$ cat src/rtl/abacus_pkg.sv
// rtl/abacus_pkg.sv - shared ABACUS profiler register map constants and sampler state type
package abacus_pkg;

  // Register map shared with the ABACUS register slave
  localparam logic [31:0] ABACUS_BASE_ADDR_DEFAULT = 32'hf003_0000;
  localparam logic [15:0] ABACUS_ENABLE_OFFSET     = 16'h0004;
  localparam logic [15:0] ABACUS_ENABLE2_OFFSET    = 16'h0008;
  localparam logic [15:0] ABACUS_INSTR_BASE        = 16'h0100;
  localparam logic [15:0] ABACUS_CACHE_BASE        = 16'h0200;

  typedef enum logic [1:0] {
    S_IDLE = 2'd0,
    S_REQ  = 2'd1,
    S_HOLD = 2'd2,
    S_FIN  = 2'd3
  } sampler_state_e;

  // Byte address of a register given the map base and its offset; wraps modulo 2^32
  function automatic logic [31:0] abacus_reg_addr(input logic [31:0] base, input logic [15:0] offset);
    return base + {16'h0000, offset};
  endfunction

endpackage

$ cat src/rtl/abacus_period_timer.sv
// rtl/abacus_period_timer.sv - free-running 0..PERIOD-1 counter with a wrap pulse
module abacus_period_timer #(
  parameter int unsigned PERIOD = 20
) (
  input  logic clk,
  input  logic rst,
  output logic expire
);

  localparam int unsigned CW = (PERIOD > 1) ? $clog2(PERIOD) : 1;
  localparam logic [CW-1:0] LAST = CW'(PERIOD - 1);

  logic [CW-1:0] cnt_q;
  logic [CW-1:0] cnt_d;

  // Next count: wrap to zero after the last value; never pauses
  always_comb begin
    cnt_d = cnt_q + 1'b1;
    if (cnt_q == LAST) begin
      cnt_d = '0;
    end
  end

  // Counter register
  always_ff @(posedge clk or posedge rst) begin
    if (rst) begin
      cnt_q <= '0;
    end else begin
      cnt_q <= cnt_d;
    end
  end

  // Expiry is the cycle whose edge wraps the counter back to zero
  assign expire = (cnt_q == LAST);

endmodule

$ cat src/rtl/abacus_wb_sampler.sv
// rtl/abacus_wb_sampler.sv - Wishbone initiator sweeping ABACUS counters into a word stream
module abacus_wb_sampler
  import abacus_pkg::*;
#(
  parameter logic [31:0] ABACUS_BASE_ADDR = ABACUS_BASE_ADDR_DEFAULT,
  parameter logic [15:0] FIRST_OFFSET     = ABACUS_INSTR_BASE,
  parameter int unsigned NUM_WORDS        = 11,
  parameter int unsigned PERIOD_CYCLES    = 0,
  parameter int unsigned ACK_TIMEOUT      = 16
) (
  input  logic        clk,
  input  logic        rst,
  input  logic        start,
  output logic        busy,
  output logic        done,
  output logic        error,
  output logic        overrun,
  input  logic        clear_status,
  output logic        wb_cyc,
  output logic        wb_stb,
  output logic        wb_we,
  output logic [31:0] wb_adr,
  output logic [31:0] wb_dat_o,
  input  logic [31:0] wb_dat_i,
  input  logic        wb_ack,
  output logic        m_valid,
  input  logic        m_ready,
  output logic [31:0] m_data,
  output logic [7:0]  m_index,
  output logic        m_last
);

  localparam int unsigned AW = $clog2(ACK_TIMEOUT + 1);
  localparam logic [AW-1:0] ACK_LAST  = AW'(ACK_TIMEOUT - 1);
  localparam logic [7:0]    LAST_IDX  = 8'(NUM_WORDS - 1);
  localparam logic [31:0]   FIRST_ADR = abacus_reg_addr(ABACUS_BASE_ADDR, FIRST_OFFSET);

  sampler_state_e state_q, state_d;
  logic [7:0]     idx_q, idx_d;
  logic [31:0]    addr_q, addr_d;
  logic [AW-1:0]  ack_cnt_q, ack_cnt_d;
  logic [31:0]    data_q, data_d;
  logic           error_q, error_d;
  logic           overrun_q, overrun_d;
  logic           timer_expire;
  logic           req;

  // Optional periodic sweep trigger; zero period means start-only operation
  generate
    if (PERIOD_CYCLES > 0) begin : g_timer
      abacus_period_timer #(
        .PERIOD (PERIOD_CYCLES)
      ) u_timer (
        .clk    (clk),
        .rst    (rst),
        .expire (timer_expire)
      );
    end else begin : g_no_timer
      assign timer_expire = 1'b0;
    end
  endgenerate

  // start and timer expiry in the same cycle merge into one request
  assign req = start | timer_expire;

  // Sweep sequencing, ack timeout, and sticky status; a set beats clear_status
  always_comb begin
    state_d   = state_q;
    idx_d     = idx_q;
    addr_d    = addr_q;
    ack_cnt_d = ack_cnt_q;
    data_d    = data_q;
    error_d   = clear_status ? 1'b0 : error_q;
    overrun_d = clear_status ? 1'b0 : overrun_q;

    unique case (state_q)
      S_IDLE: begin
        if (req) begin
          state_d   = S_REQ;
          idx_d     = 8'd0;
          addr_d    = FIRST_ADR;
          ack_cnt_d = '0;
          error_d   = 1'b0;
        end
      end
      S_REQ: begin
        // stb is high throughout REQ, so ack alone qualifies the data sample
        if (wb_ack) begin
          data_d  = wb_dat_i;
          state_d = S_HOLD;
        end else if (ack_cnt_q == ACK_LAST) begin
          error_d = 1'b1;
          state_d = S_FIN;
        end else begin
          ack_cnt_d = ack_cnt_q + 1'b1;
        end
      end
      S_HOLD: begin
        if (m_ready) begin
          if (idx_q == LAST_IDX) begin
            state_d = S_FIN;
          end else begin
            idx_d     = idx_q + 8'd1;
            addr_d    = addr_q + 32'd4;
            ack_cnt_d = '0;
            state_d   = S_REQ;
          end
        end
      end
      S_FIN: begin
        state_d = S_IDLE;
      end
      default: begin
        state_d = S_IDLE;
      end
    endcase

    if (req && (state_q != S_IDLE)) begin
      overrun_d = 1'b1;
    end
  end

  // State and datapath registers
  always_ff @(posedge clk or posedge rst) begin
    if (rst) begin
      state_q   <= S_IDLE;
      idx_q     <= 8'd0;
      addr_q    <= 32'd0;
      ack_cnt_q <= '0;
      data_q    <= 32'd0;
      error_q   <= 1'b0;
      overrun_q <= 1'b0;
    end else begin
      state_q   <= state_d;
      idx_q     <= idx_d;
      addr_q    <= addr_d;
      ack_cnt_q <= ack_cnt_d;
      data_q    <= data_d;
      error_q   <= error_d;
      overrun_q <= overrun_d;
    end
  end

  // Outputs decode straight from state so an async reset clears them at once
  assign busy     = (state_q != S_IDLE);
  assign done     = (state_q == S_FIN);
  assign error    = error_q;
  assign overrun  = overrun_q;
  assign wb_cyc   = (state_q == S_REQ);
  assign wb_stb   = (state_q == S_REQ);
  assign wb_we    = 1'b0;
  assign wb_dat_o = 32'd0;
  assign wb_adr   = addr_q;
  assign m_valid  = (state_q == S_HOLD);
  assign m_data   = data_q;
  assign m_index  = idx_q;
  assign m_last   = (state_q == S_HOLD) && (idx_q == LAST_IDX);

endmodule

$ cat config.mk
export PLATFORM = sky130hd
export DESIGN_NAME = abacus_wb_sampler
export DESIGN_NICKNAME = d
export VERILOG_FILES = /design/src/rtl/abacus_pkg.sv /design/src/rtl/abacus_period_timer.sv /design/src/rtl/abacus_wb_sampler.sv
export SDC_FILE = /design/constraint.sdc
export NUM_CORES = 1
export LEC_CHECK = 0
export CAP_MARGIN = 30
export CORE_ASPECT_RATIO = 1.2
export CORE_MARGIN = 3
export CORE_UTILIZATION = 40
export DETAILED_ROUTE_END_ITERATION = 7
export GPL_ROUTABILITY_DRIVEN = 0
export PLACE_DENSITY = 0.74
export SLEW_MARGIN = 40
export SYNTH_ARGS = -nofsm -noshare
export SYNTH_HDL_FRONTEND = slang
export SYNTH_SLANG_ARGS = --single-unit
$ cat constraint.sdc
create_clock -name clk -period 3.55 [get_ports clk]
set_input_delay 0.355 -clock clk [delete_from_list [all_inputs] [get_ports clk]]
set_output_delay 0.355 -clock clk [all_outputs]
set_load 0.005 [all_outputs]
# After elaboration in Yosys (flattened, before gate mapping)
# Cells that the tools add are included.
[word_totals]
regBits = 81
elab_cells = 59
[op_classes]
addsub = 3
eq_ne = 11
muxes = 27
n_reduce_logical = 11
[ops]
columns = ["operator", "n"]
rows = [
  ["32-bit 2-to-1 mux", 3],
  ["32-bit case mux with 2 select lines", 1],
  ["32-bit by 3-bit adder with 32-bit output, second input constant", 1],
  ["5-bit 2-to-1 mux", 5],
  ["8-bit 2-to-1 mux", 3],
  ["8-bit case mux with 2 select lines", 1],
  ["5-bit case mux with 3 select lines", 1],
  ["2-bit 2-to-1 mux", 5],
  ["8-bit by 1-bit adder with 8-bit output, second input constant", 1],
  ["8-bit by 4-bit equality test with 1-bit output, second input constant", 1],
  ["2-bit != test, second input constant", 4],
  ["2-bit case mux with 4 select lines", 1],
  ["1-bit 2-to-1 mux", 6],
  ["6-bit AND reduction", 1],
  ["2-bit nonzero test", 3],
  ["5-bit by 1-bit adder with 5-bit output, second input constant", 1],
  ["5-bit by 4-bit equality test with 1-bit output, second input constant", 1],
  ["2-bit equality test, second input constant", 2],
  ["4-bit AND reduction", 1],
  ["3-bit by 1-bit != test with 1-bit output, second input constant", 1],
  ["3-bit AND reduction", 1],
  ["3-bit nonzero test", 1],
  ["2-bit by 1-bit equality test with 1-bit output, second input constant", 1],
  ["1-bit logical AND", 2],
  ["4 further kinds", 4],
]

# Logic depth before layout (Yosys ltp)
# Gate-level depths: netlist of the first run.
[depth]
depth_word = 4
ltp_mapped = 8

# Worst setup path after synthesis of the first run
# Ideal clock, no wire load.
[synth_path]
kind = "flip-flop to flip-flop"
startpoint = "register idx_q[0], in the netlist m_index[0]"
endpoint = "register addr_q[19], in the netlist wb_adr[19]"
arrival_ns = 1.944
required_time_ns = 3.484
path_slack_ns = 1.540
path_stages_with_launch = 8
synth_period_minus_slack_ns = 2.010
path_cell_list = "dfrtp_1 inv_1 ha_1 and4b_4 a211oi_4 nand3_2 or4_1 nand2_1"
[synth_via]
elab_chain_len = 3
[synth_rtl]
columns = ["element", "line", "source"]
rows = [
  ["from (decl)", "abacus_wb_sampler.sv:39", "logic [7:0] idx_q, idx_d;"],
  ["from (signal assigned)", "abacus_wb_sampler.sv:135", "idx_q <= idx_d;"],
  ["8-bit by 4-bit equality test with 1-bit output", "abacus_wb_sampler.sv:100", "if (idx_q == LAST_IDX) begin"],
  ["2-bit != test (no line)", "--", ""],
  ["4-bit AND reduction (no line)", "--", ""],
  ["to (signal assigned)", "abacus_wb_sampler.sv:136", "addr_q <= addr_d;"],
  ["to (decl)", "abacus_wb_sampler.sv:40", "logic [31:0] addr_q, addr_d;"],
]
# No other way between the ends.
# A chain may end at the register's enable or synchronous reset.

# Final worst setup path of the first run
[layout_path]
startpoint = "register idx_q[4], in the netlist m_index[4]"
endpoint = "output m_last"
[layout_via]
elab_chain_len = 2
[layout_rtl]
columns = ["element", "line", "source"]
rows = [
  ["8-bit by 4-bit equality test with 1-bit output", "abacus_wb_sampler.sv:157", "assign m_last = (state_q == S_HOLD) && (idx_q == LAST_IDX);"],
  ["1-bit logical AND", "abacus_wb_sampler.sv:157", ""],
  ["to (decl)", "abacus_wb_sampler.sv:30", "output logic m_last"],
]
# No other way between the ends.

==> qor.log, run 1 <==
INFO  finish         nets=525
INFO  timing         fin_setup_tns=0ns
INFO  logic_synthesis syn_inst=365
INFO  logic_synthesis synth_largest_type_area_fraction=50.3%
INFO  run_status     status=complete, no violations
INFO  timing         timing.slew.headroom=49.7%
INFO  finish         commonest_non_fill_non_tap_cell_in_the_layout=sky130_fd_sc_hd__clkdlybuf4s50_1
INFO  power_and_ir_drop power_per_standard_cell_area=604nW/um^2
INFO  cts            clock_sinks=79
INFO  place          pre_cts_slack=0.883ns
INFO  drt            wire_per_inst=14.7microns
INFO  logic_synthesis edff_count_synth=0
INFO  place          standard_cell_area_after_detailed_placement=5080squm
INFO  worst_setup_path worstPathRequired=3.19ns
INFO  logic_synthesis synth_seq_cells=79
INFO  global_route   grt_max_degree=33
INFO  place          placed_cells_incl_taps=594
INFO  worst_setup_path critical_path_arrival=2.27ns
INFO  global_route   grt_pass1_vias=3,060
INFO  job            max_cap_viol_count=0
INFO  drt            post-route-drc-count=0
INFO  cts            cts_tree=built
INFO  timing         fin_hold_ws=0.330ns
INFO  worst_setup_path crit_type=reg -> out
INFO  drt            detail-route-antenna-nets=0
INFO  cts            clockRootBuffer=sky130_fd_sc_hd__clkbuf_16
INFO  logic_synthesis largest_area_contributor_in_the_synthesized_netlist=sky130_fd_sc_hd__dfrtp_1
INFO  timing         worst_pin_slew=0.755ns
INFO  global_route   track_usage=17.0%
INFO  cts            clk_latency=0.32ns
INFO  logic_synthesis average_cell_area_after_synthesis=10.8squm
INFO  cts            cts_made_buffers=9
INFO  cts            max_h_tree_level=3
INFO  timing         timing.final.max_slew_violations=0
INFO  finish         stdcell_count=609
INFO  worst_setup_path crit_fanout=6
INFO  logic_synthesis synth_async_sr_flop_share=100%
INFO  drt            drt_first_pass_iters=4
INFO  cts            clock_tree.buffer_depth=2
INFO  global_route   grt_first_pass_wirelength=14,600microns
INFO  finish         mostFrequentLayoutCells=sky130_fd_sc_hd__clkdlybuf4s50_1 (115), sky130_fd_sc_hd__dfrtp_1 (79), sky130_fd_sc_hd__conb_1 (35)
INFO  timing         clk_skew=0.00432ns
INFO  logic_synthesis ys.warnings.count=0
INFO  cts            cts_hold_buffers=0
INFO  cts            cts_repair_resize_count=0
INFO  global_route   antenna_found_initial=0
INFO  timing         grt_setup_unrepaired=no
INFO  worst_setup_path critPathLaunchType=flop
INFO  logic_synthesis seq_area_frac_synth=50.3%
INFO  place          dpl.hpwl=6670microns
INFO  timing         fin_ws=0.930ns
INFO  timing         timing.fmax=382MHz
INFO  floorplanning  die_h=115microns
INFO  floorplanning  design.core.area=9560squm
INFO  cts            cts_setup_buffers=0
INFO  timing         setup_viol=0
INFO  finish         post_route_cells_drive_above_1_share=12.3%
INFO  drt            vias=2,996
INFO  logic_synthesis dominantRegCellSynth=sky130_fd_sc_hd__dfrtp_1
INFO  drt            avgViaCountPerCell=4.92
INFO  finish         area_growth_syn_to_layout=36.2%
INFO  timing         final_critical_delay_including_setup_and_external_delays=2.62ns
INFO  logic_synthesis yosysUniqueCellTypes=47
INFO  timing         post-route-period-util=73.8%
INFO  finish         insertedDiodeCount=0
INFO  timing         hold_viol_final=0
INFO  place          buffer_ports.inserted=115
INFO  floorplanning  placementRows=39
INFO  drt            initialDrtViolationCount=82
INFO  min_path       timing.hold.worst.class=in -> async
INFO  floorplanning  chipWidth=96.5microns
INFO  power_and_ir_drop power.leakage=2.32nW
INFO  logic_synthesis synth.area.top_cells=sky130_fd_sc_hd__dfrtp_1 (50%), sky130_fd_sc_hd__mux2_2 (7.7%), sky130_fd_sc_hd__buf_4 (6.9%)
INFO  power_and_ir_drop irDropWorstVdd=0.482mV
INFO  worst_setup_path timing.critical_path.to_type=primary output
INFO  finish         final_design_area_no_fill=5360squm
INFO  logic_synthesis synth_cell_area=3930squm
INFO  drt            routed_wl=8930microns
INFO  floorplanning  initial_utilization=41.1%
INFO  floorplanning  dieArea=11,100squm
INFO  floorplanning  io_pins=151
INFO  global_route   grt-ovfl-total=0
INFO  cts            path_clk_slew=0.06ns
-- worst paths after layout --
kind | from | slack, ns | end | cells after the start
worst max-delay path | m_index[4] | 0.93 | m_last | 4
worst min-delay path | rst | 0.33 | m_data[18] | 2
worst max register to register | m_index[0] | 1.13 | wb_adr[25] | 7
worst min register to register | m_data[2] | 0.49 | m_data[2] | 1
max in group asynchronous | rst | 2.50 | wb_adr[10] | 3
min in group clk | m_data[2] | 0.49 | m_data[2] | 1
-- registers in the layout, summed over array words and instances (netlist names) --
name / count
ack_cnt_q: 5
error: 1
m_data: 32
m_index: 8
overrun: 1
state_q: 2
wb_adr: 30
-- synthesized netlist by cell type, types with 2 or more instances --
cell type,number
sky130_fd_sc_hd__dfrtp_1,79
sky130_fd_sc_hd__buf_4,36
sky130_fd_sc_hd__nand2_1,30
sky130_fd_sc_hd__nor2_1,30
sky130_fd_sc_hd__mux2_2,27
sky130_fd_sc_hd__xor2_1,22
sky130_fd_sc_hd__nand4_1,17
sky130_fd_sc_hd__o21ai_0,14
sky130_fd_sc_hd__inv_1,11
sky130_fd_sc_hd__nand3_1,10
sky130_fd_sc_hd__and3_1,8
sky130_fd_sc_hd__and2_1,6
sky130_fd_sc_hd__buf_2,6
sky130_fd_sc_hd__mux2_1,6
sky130_fd_sc_hd__clkbuf_1,5
sky130_fd_sc_hd__ha_1,5
sky130_fd_sc_hd__a21oi_1,4
sky130_fd_sc_hd__mux2i_1,4
sky130_fd_sc_hd__or3_1,4
sky130_fd_sc_hd__and4_1,3
sky130_fd_sc_hd__nor3_1,3
sky130_fd_sc_hd__nor4_1,3
sky130_fd_sc_hd__or4_1,3
sky130_fd_sc_hd__nand3_2,2
sky130_fd_sc_hd__o211ai_1,2
sky130_fd_sc_hd__o31a_1,2
sky130_fd_sc_hd__o31ai_1,2
sky130_fd_sc_hd__xnor2_1,2
-- through the flow --
step	utilization, %	total power, W
6_report	56.0	0.00324
5_1_grt	56.0	0.00344
4_1_cts	56.0	0.00329
3_5_place_dp	53.2	0.00243
3_3_place_gp	53.2	0.00240
2_1_floorplan	-	0.00182
-- routing by layer --
metal,vias to the layer above,track usage [%],part of all wire [%]
met5,-,0,0
met2,113,28.6,51
met1,1454,19.9,39
met3,9,5.98,9.1
met4,0,5.80,1.2
li1,1420,-,-
-- cell type report --
type / count / area [sq um]
Clock buffer: 10 / 239
Clock inverter: 5 / 35.0
Fill cell: 843 / 4210
Inverter: 12 / 46.3
Multi-Input combinational cell: 259 / 1710
Sequential cell: 79 / 1980
Tap cell: 123 / 154
Timing Repair Buffer: 121 / 1200
-- cells by family after synthesis --
logic type	count (synthesis)	share of synthesized area, %
AOI/OAI and AO/OA	31	5.18
and+or+nand+nor	127	17.4
xor gates and xnor gates	24	5.34
adders and majority gates	5	1.59
DFF	79	50.3
other	1	0.0953
buffers and inverters	61	9.64
muxes	37	10.5
-- report_power, final --
part	leakage [nW]	internal, W	total, W	switching [W]
combinational	1.20	0.000683	0.00110	0.000417
sequential	0.988	0.00113	0.00130	0.000166
clock	0.134	0.000488	0.000836	0.000348
-- worst max-delay path, stage by stage, from the launching register on --
cell and delay [ns]:
sky130_fd_sc_hd__dfrtp_1 0.43, sky130_fd_sc_hd__nor4_2 0.62, sky130_fd_sc_hd__nand2_1 0.19, sky130_fd_sc_hd__nor2_1 0.18
sky130_fd_sc_hd__clkdlybuf4s50_1 0.52
(Power assumes the default switching activity.)
==> run 2, diff against run 1 <==
--- a/config.mk
+++ b/config.mk
@@ -11,7 +11,7 @@
 export CORE_UTILIZATION = 40
 export DETAILED_ROUTE_END_ITERATION = 7
 export GPL_ROUTABILITY_DRIVEN = 0
-export PLACE_DENSITY = 0.74
+export PLACE_DENSITY = 0.77
 export SLEW_MARGIN = 40
 export SYNTH_ARGS = -nofsm -noshare
 export SYNTH_HDL_FRONTEND = slang
==> constraint.sdc (replaced) <==
create_clock -name clk -period 2.3 [get_ports clk]
set_input_delay 0.23 -clock clk [delete_from_list [all_inputs] [get_ports clk]]
set_output_delay 0.23 -clock clk [all_outputs]
set_load 0.005 [all_outputs]
==> qor.log, run 2 (synthesized netlist as in run 1, its figures left out) <==
INFO  floorplanning  placementRows=39 [unchanged]
INFO  cts            cts_tree=built
INFO  global_route   track_usage=17.5% [+0.54 points]
INFO  floorplanning  io_pins=151 [unchanged]
INFO  timing         post-route-period-util=96.1%
INFO  worst_setup_path timing.critical_path.cells=inv_2, ha_1, and4b_4, nand2_1, nor2_2, clkdlybuf4s50_1
INFO  power_and_ir_drop irDropWorstVdd=0.636mV [+32%]
INFO  cts            clock_tree.buffer_depth=2 [unchanged]
INFO  cts            max_h_tree_level=3 [unchanged]
INFO  finish         mostFrequentLayoutCells=sky130_fd_sc_hd__clkdlybuf4s50_1 (115), sky130_fd_sc_hd__dfrtp_1 (79), sky130_fd_sc_hd__conb_1 (35)
INFO  drt            detail-route-antenna-nets=0 [unchanged]
INFO  timing         fin_hold_ws=0.221ns [-0.109 ns]
INFO  finish         insertedDiodeCount=0 [unchanged]
INFO  cts            cts_made_buffers=9 [unchanged]
INFO  worst_setup_path critPathLaunchType=flop
INFO  finish         largest_register_ffs=32 [unchanged]
INFO  run_status     status=complete, no violations
INFO  finish         area_growth_syn_to_layout=41.9%
INFO  power_and_ir_drop power.leakage=2.44nW [+5.2%]
INFO  finish         post_route_cells_drive_above_1_share=15.8% [+3.5 points]
INFO  cts            clockRootBuffer=sky130_fd_sc_hd__clkbuf_16
INFO  worst_setup_path critical_path_arrival=1.98ns [-0.29 ns]
INFO  drt            routed_wl=9450microns [+5.9%]
INFO  power_and_ir_drop power_per_standard_cell_area=955nW/um^2 [+58%]
INFO  finish         nets=543 [+3.4%]
INFO  floorplanning  design.core.area=9560squm [unchanged]
INFO  drt            drt_first_pass_iters=4 [unchanged]
INFO  place          buffer_ports.inserted=115 [unchanged]
INFO  place          dpl.hpwl=7000microns [+5.1%]
INFO  worst_setup_path crit_type=reg -> out
INFO  global_route   antenna_found_initial=0 [unchanged]
INFO  drt            initialDrtViolationCount=165 [+100%]
INFO  finish         ff_latch_area=1980squm [unchanged]
INFO  floorplanning  chipWidth=96.5microns [unchanged]
INFO  global_route   grt_pass1_vias=3,064 [+0.13%]
INFO  worst_setup_path timing.critical_path.to_type=primary output
INFO  global_route   grt-ovfl-total=0 [unchanged]
INFO  worst_setup_path crit_fanout=3 [-3]
INFO  timing         clk_skew=0.00699ns [+0.00267 ns]
INFO  timing         final_critical_delay_including_setup_and_external_delays=2.21ns
INFO  worst_setup_path crit_path_top_delay_cell=sky130_fd_sc_hd__clkdlybuf4s50_1
INFO  cts            path_clk_slew=0.06ns [about the same]
INFO  finish         n_fill_cell=825 [-2.1%]
INFO  floorplanning  initial_utilization=41.1% [unchanged]
INFO  drt            avgViaCountPerCell=4.93 [+0.21%]
INFO  timing         fin_setup_tns=0ns [unchanged]
INFO  timing         hold_viol_final=0 [unchanged]
INFO  finish         multi_input_gate_area_in_the_final_layout=1720squm [+0.66%]
INFO  timing         setup_viol=0 [unchanged]
INFO  floorplanning  die_h=115microns [unchanged]
INFO  finish         commonest_non_fill_non_tap_cell_in_the_layout=sky130_fd_sc_hd__clkdlybuf4s50_1
INFO  job            max_cap_viol_count=0 [unchanged]
INFO  min_path       timing.hold.worst.class=in -> async
INFO  timing         grt_setup_unrepaired=no
INFO  floorplanning  dieArea=11,100squm [unchanged]
INFO  cts            clock_sinks=79 [unchanged]
INFO  timing         timing.final.max_slew_violations=0 [unchanged]
INFO  timing         timing.fmax=452MHz
INFO  worst_setup_path slowest_cell_delay_on_critical_path=0.50ns [-0.12 ns]
INFO  cts            clk_latency=0.33ns [about the same]
INFO  drt            wire_per_inst=15.1microns [+2.7%]
INFO  global_route   grt_max_degree=37 [+12%]
INFO  cts            cts_hold_buffers=0 [unchanged]
INFO  drt            vias=3,096 [+3.3%]
INFO  drt            post-route-drc-count=0 [unchanged]
INFO  global_route   grt_first_pass_wirelength=15,000microns [+2.9%]
INFO  worst_setup_path worstPathRequired=2.07ns [-1.12 ns]
==> run 2: layer usage <==
layer | share of wire, % | vias to the layer above | track usage (%)
met2 | 51 | 117 | 28.0
met3 | 8.3 | 11 | 5.59
met5 | 0 | - | 0
met1 | 39 | 1511 | 21.9
met4 | 1.6 | 0 | 7.02
li1 | - | 1457 | -
==> run 2: critical path: cells and delay by family, from the launching register on <==
kind	cells	cell delay (ns)
AND/OR/NAND/NOR	3	0.53
buffers and inverters	2	0.58
adder cells (fa/ha/maj)	1	0.16
flip-flops	1	0.39
==> run 2: repair_timing <==
item	CTS	global route
pin swaps	0	3
endpoints found under the setup margin	1	5
buffers inserted	0	3
resized for setup	2	1
==> run 2: area by class of cell <==
cell class	count	area share (%)
inverter	12	0.829
clock buffer	10	4.10
tap	123	2.76
sequential	79	35.4
timing repair buffer	139	24.5
multi-input combinational	259	30.8
clock inverter	6	1.52
==> run 2: final timing paths <==
check                                  from      endpoint  slack (ns)  depth (start not counted)
worst max-delay path             m_index[0]        m_last        0.09                          6
worst min-delay path                    rst    m_data[22]        0.22                          2
worst max register to register   m_index[0]  ack_cnt_q[2]        0.16                          9
worst min register to register   m_data[13]    m_data[13]        0.49                          1
max in group asynchronous               rst    m_data[21]        1.47                          3
min in group clk                wb_dat_i[2]     m_data[2]        0.49                          2
==> run 2: power breakdown <==
part / leakage, nW / switching, W / internal (W)
Clock: 0.148 / 0.000559 / 0.000947
Sequential: 0.988 / 0.000217 / 0.00175
Combinational: 1.31 / 0.000719 / 0.00114
==> run 2: per-stage QoR <==
stage	instances	power [W]	util, %	cell area (sq um)	setup slack (ns)
after floorplan	399	0.00281	-	4060	0.0466
after global placement	609	0.00378	54.6	5220	0.162
after detailed placement	609	0.00386	54.6	5220	0.127
after CTS	625	0.00539	58.0	5550	0.0302
after global routing	628	0.00563	58.4	5580	0.00972
final	628	0.00533	58.4	5580	0.0899
==> run 3, diff against run 2 <==
--- a/config.mk
+++ b/config.mk
@@ -11,8 +11,10 @@
 export CORE_UTILIZATION = 40
 export DETAILED_ROUTE_END_ITERATION = 7
 export GPL_ROUTABILITY_DRIVEN = 0
+export MAX_ROUTING_LAYER = met4
 export PLACE_DENSITY = 0.77
 export SLEW_MARGIN = 40
 export SYNTH_ARGS = -nofsm -noshare
 export SYNTH_HDL_FRONTEND = slang
 export SYNTH_SLANG_ARGS = --single-unit
+export TNS_END_PERCENT = 5
==> qor.log, run 3 (synthesized netlist as in run 1, its figures left out) <==
INFO  worst_setup_path crit_fanout=4 [+1]
INFO  timing         fin_ws=0.0680ns [-0.0219 ns]
INFO  finish         largest_register_ffs=32 [unchanged]
INFO  drt            avgViaCountPerCell=4.93 [about the same]
INFO  run_status     status=complete, no violations
INFO  finish         insertedDiodeCount=0 [unchanged]
INFO  worst_setup_path critPathLaunchType=flop
INFO  worst_setup_path timing.critical_path.to_type=primary output
INFO  timing         hold_viol_final=0 [unchanged]
INFO  cts            clock_tree.buffer_depth=2 [unchanged]
INFO  power_and_ir_drop finalPower=0.00533W [about the same]
INFO  global_route   track_usage=18.0% [+0.52 points]
INFO  power_and_ir_drop power_per_standard_cell_area=959nW/um^2 [+0.44%]
INFO  floorplanning  design.core.area=9560squm [unchanged]
INFO  floorplanning  placementRows=39 [unchanged]
INFO  place          pre_cts_slack=0.127ns [unchanged]
INFO  place          placed_cells_incl_taps=609 [unchanged]
INFO  drt            wire_per_inst=15.0microns [-0.47%]
INFO  cts            cts_made_buffers=9 [unchanged]
INFO  finish         area_growth_syn_to_layout=41.2%
INFO  finish         post_route_cells_drive_above_1_share=15.3% [-0.53 points]
INFO  floorplanning  dieArea=11,100squm [unchanged]
INFO  floorplanning  die_h=115microns [unchanged]
INFO  finish         utilization=58.1% [-0.29 points]
INFO  timing         timing.fmax=448MHz [-0.98%]
INFO  floorplanning  initial_utilization=41.1% [unchanged]
INFO  job            max_cap_viol_count=0 [unchanged]
INFO  worst_setup_path critical_path_arrival=2.00ns [+0.02 ns]
INFO  timing         setup_viol=0 [unchanged]
INFO  worst_setup_path worstPathRequired=2.07ns [about the same]
INFO  drt            drt_first_pass_iters=4 [unchanged]
INFO  timing         post-route-period-util=97.0% [+0.95 points]
INFO  global_route   antenna_found_initial=0 [unchanged]
INFO  power_and_ir_drop power.leakage=2.43nW [-0.46%]
INFO  min_path       timing.hold.worst.class=in -> async
INFO  global_route   grt_first_pass_wirelength=15,000microns [about the same]
INFO  cts            clockRootBuffer=sky130_fd_sc_hd__clkbuf_16
INFO  cts            max_h_tree_level=3 [unchanged]
INFO  drt            detail-route-antenna-nets=0 [unchanged]
INFO  drt            initialDrtViolationCount=182 [+10%]
INFO  global_route   grt_max_degree=37 [unchanged]
INFO  cts            cts_hold_buffers=0 [unchanged]
INFO  timing         clk_skew=0.00658ns [-0.000410 ns]
INFO  finish         stdcell_count=626 [-0.32%]
INFO  floorplanning  chipWidth=96.5microns [unchanged]
INFO  global_route   grt_pass1_vias=3,066 [+0.065%]
INFO  cts            clk_latency=0.33ns [about the same]
INFO  finish         commonest_non_fill_non_tap_cell_in_the_layout=sky130_fd_sc_hd__clkdlybuf4s50_1
INFO  power_and_ir_drop irDropWorstVdd=0.638mV [+0.34%]
INFO  timing         timing.final.max_slew_violations=0 [unchanged]
INFO  finish         nets=541 [-0.37%]
INFO  floorplanning  io_pins=151 [unchanged]
INFO  cts            clock_sinks=79 [unchanged]
INFO  place          buffer_ports.inserted=115 [unchanged]
INFO  timing         final_critical_delay_including_setup_and_external_delays=2.23ns [+0.0219 ns]
INFO  drt            post-route-drc-count=0 [unchanged]
INFO  drt            routed_wl=9380microns [-0.78%]
INFO  finish         mostFrequentLayoutCells=sky130_fd_sc_hd__clkdlybuf4s50_1 (115), sky130_fd_sc_hd__dfrtp_1 (79), sky130_fd_sc_hd__conb_1 (35)
INFO  cts            path_clk_slew=0.06ns [about the same]
INFO  finish         n_fill_cell=827 [+0.24%]
INFO  cts            cts_tree=built
INFO  worst_setup_path crit_type=reg -> out
INFO  timing         grt_setup_unrepaired=yes
INFO  global_route   grt-ovfl-total=0 [unchanged]
INFO  drt            vias=3,085 [-0.36%]
INFO  place          dpl.hpwl=7000microns [unchanged]
-- run 3: cell types whose count changed in the layout (fill, tap and decap cells not counted) --
| cell | previous run | this run |
|---|---|---|
| sky130_fd_sc_hd__buf_12 | 3 | 2 |
| sky130_fd_sc_hd__buf_4 | 21 | 20 |
| sky130_fd_sc_hd__inv_1 | 9 | 10 |
| sky130_fd_sc_hd__inv_2 | 2 | 1 |
-- run 3: worst paths after layout --
kind | start | slack, ns | depth (start not counted) | endpoint
worst min register to register | m_data[13] | 0.49 | 1 | m_data[13]
min in group clk | wb_dat_i[2] | 0.49 | 2 | m_data[2]
max in group asynchronous | rst | 1.47 | 3 | m_data[21]
worst max register to register | m_index[0] | 0.19 | 8 | wb_adr[27]
worst max-delay path | m_index[0] | 0.07 | 6 | m_last
worst min-delay path | rst | 0.22 | 2 | m_data[22]
-- run 3: layout make-up --
type / instances / area, sq um / share of cell area, %
flip-flops and latches: 79 / 1980 / 35.6
multi-input cells: 259 / 1720 / 31.0
repair buffers: 137 / 1340 / 24.1
clock buffers: 10 / 229 / 4.12
well taps: 123 / 154 / 2.77
clock inverters: 6 / 85.1 / 1.53
inverters: 12 / 46.3 / 0.834
-- run 3: worst max-delay path, stage by stage, from the launching register on --
cell                              delay [ns]
sky130_fd_sc_hd__dfrtp_1                0.38
sky130_fd_sc_hd__inv_1                  0.10
sky130_fd_sc_hd__ha_1                   0.16
sky130_fd_sc_hd__and4b_4                0.30
sky130_fd_sc_hd__nand2_1                0.11
sky130_fd_sc_hd__nor2_2                 0.12
sky130_fd_sc_hd__clkdlybuf4s50_1        0.51
-- run 3: stage by stage --
step / cell area (sq um) / hold slack [ns] / setup TNS (ns)
final: 5550 / 0.222 / 0
after global routing: 5550 / 0.262 / -0.0119
after CTS: 5550 / 0.236 / 0
after detailed placement: 5220 / 0.483 / 0
after global placement: 5220 / 0.466 / 0
after floorplan: 4060 / 0.347 / 0
-- run 3: timing repair --
item,in CTS,in global routing
buffers inserted,0,1
gates resized for setup,2,0
endpoints found under the setup margin,1,5
pin swaps,0,2
-- run 3: routing by layer --
| metal | vias to the layer above | wire length [microns] | track usage [%] |
|---|---|---|---|
| met2 | 121 | 4740 | 27.9 |
| met1 | 1497 | 3810 | 22.7 |
| li1 | 1455 | - | - |
| met4 | 0 | 159 | 7.02 |
| met3 | 12 | 669 | 4.40 |
| met5 | - | 0 | - |
-- run 3: where the power goes --
part | leakage (nW) | switching [W] | internal, W | total, W
clock network | 0.148 | 0.000558 | 0.000947 | 0.00151
logic | 1.29 | 0.000719 | 0.00114 | 0.00186
registers | 0.988 | 0.000215 | 0.00175 | 0.00197
total | 2.43 | 0.00149 | 0.00384 | 0.00533
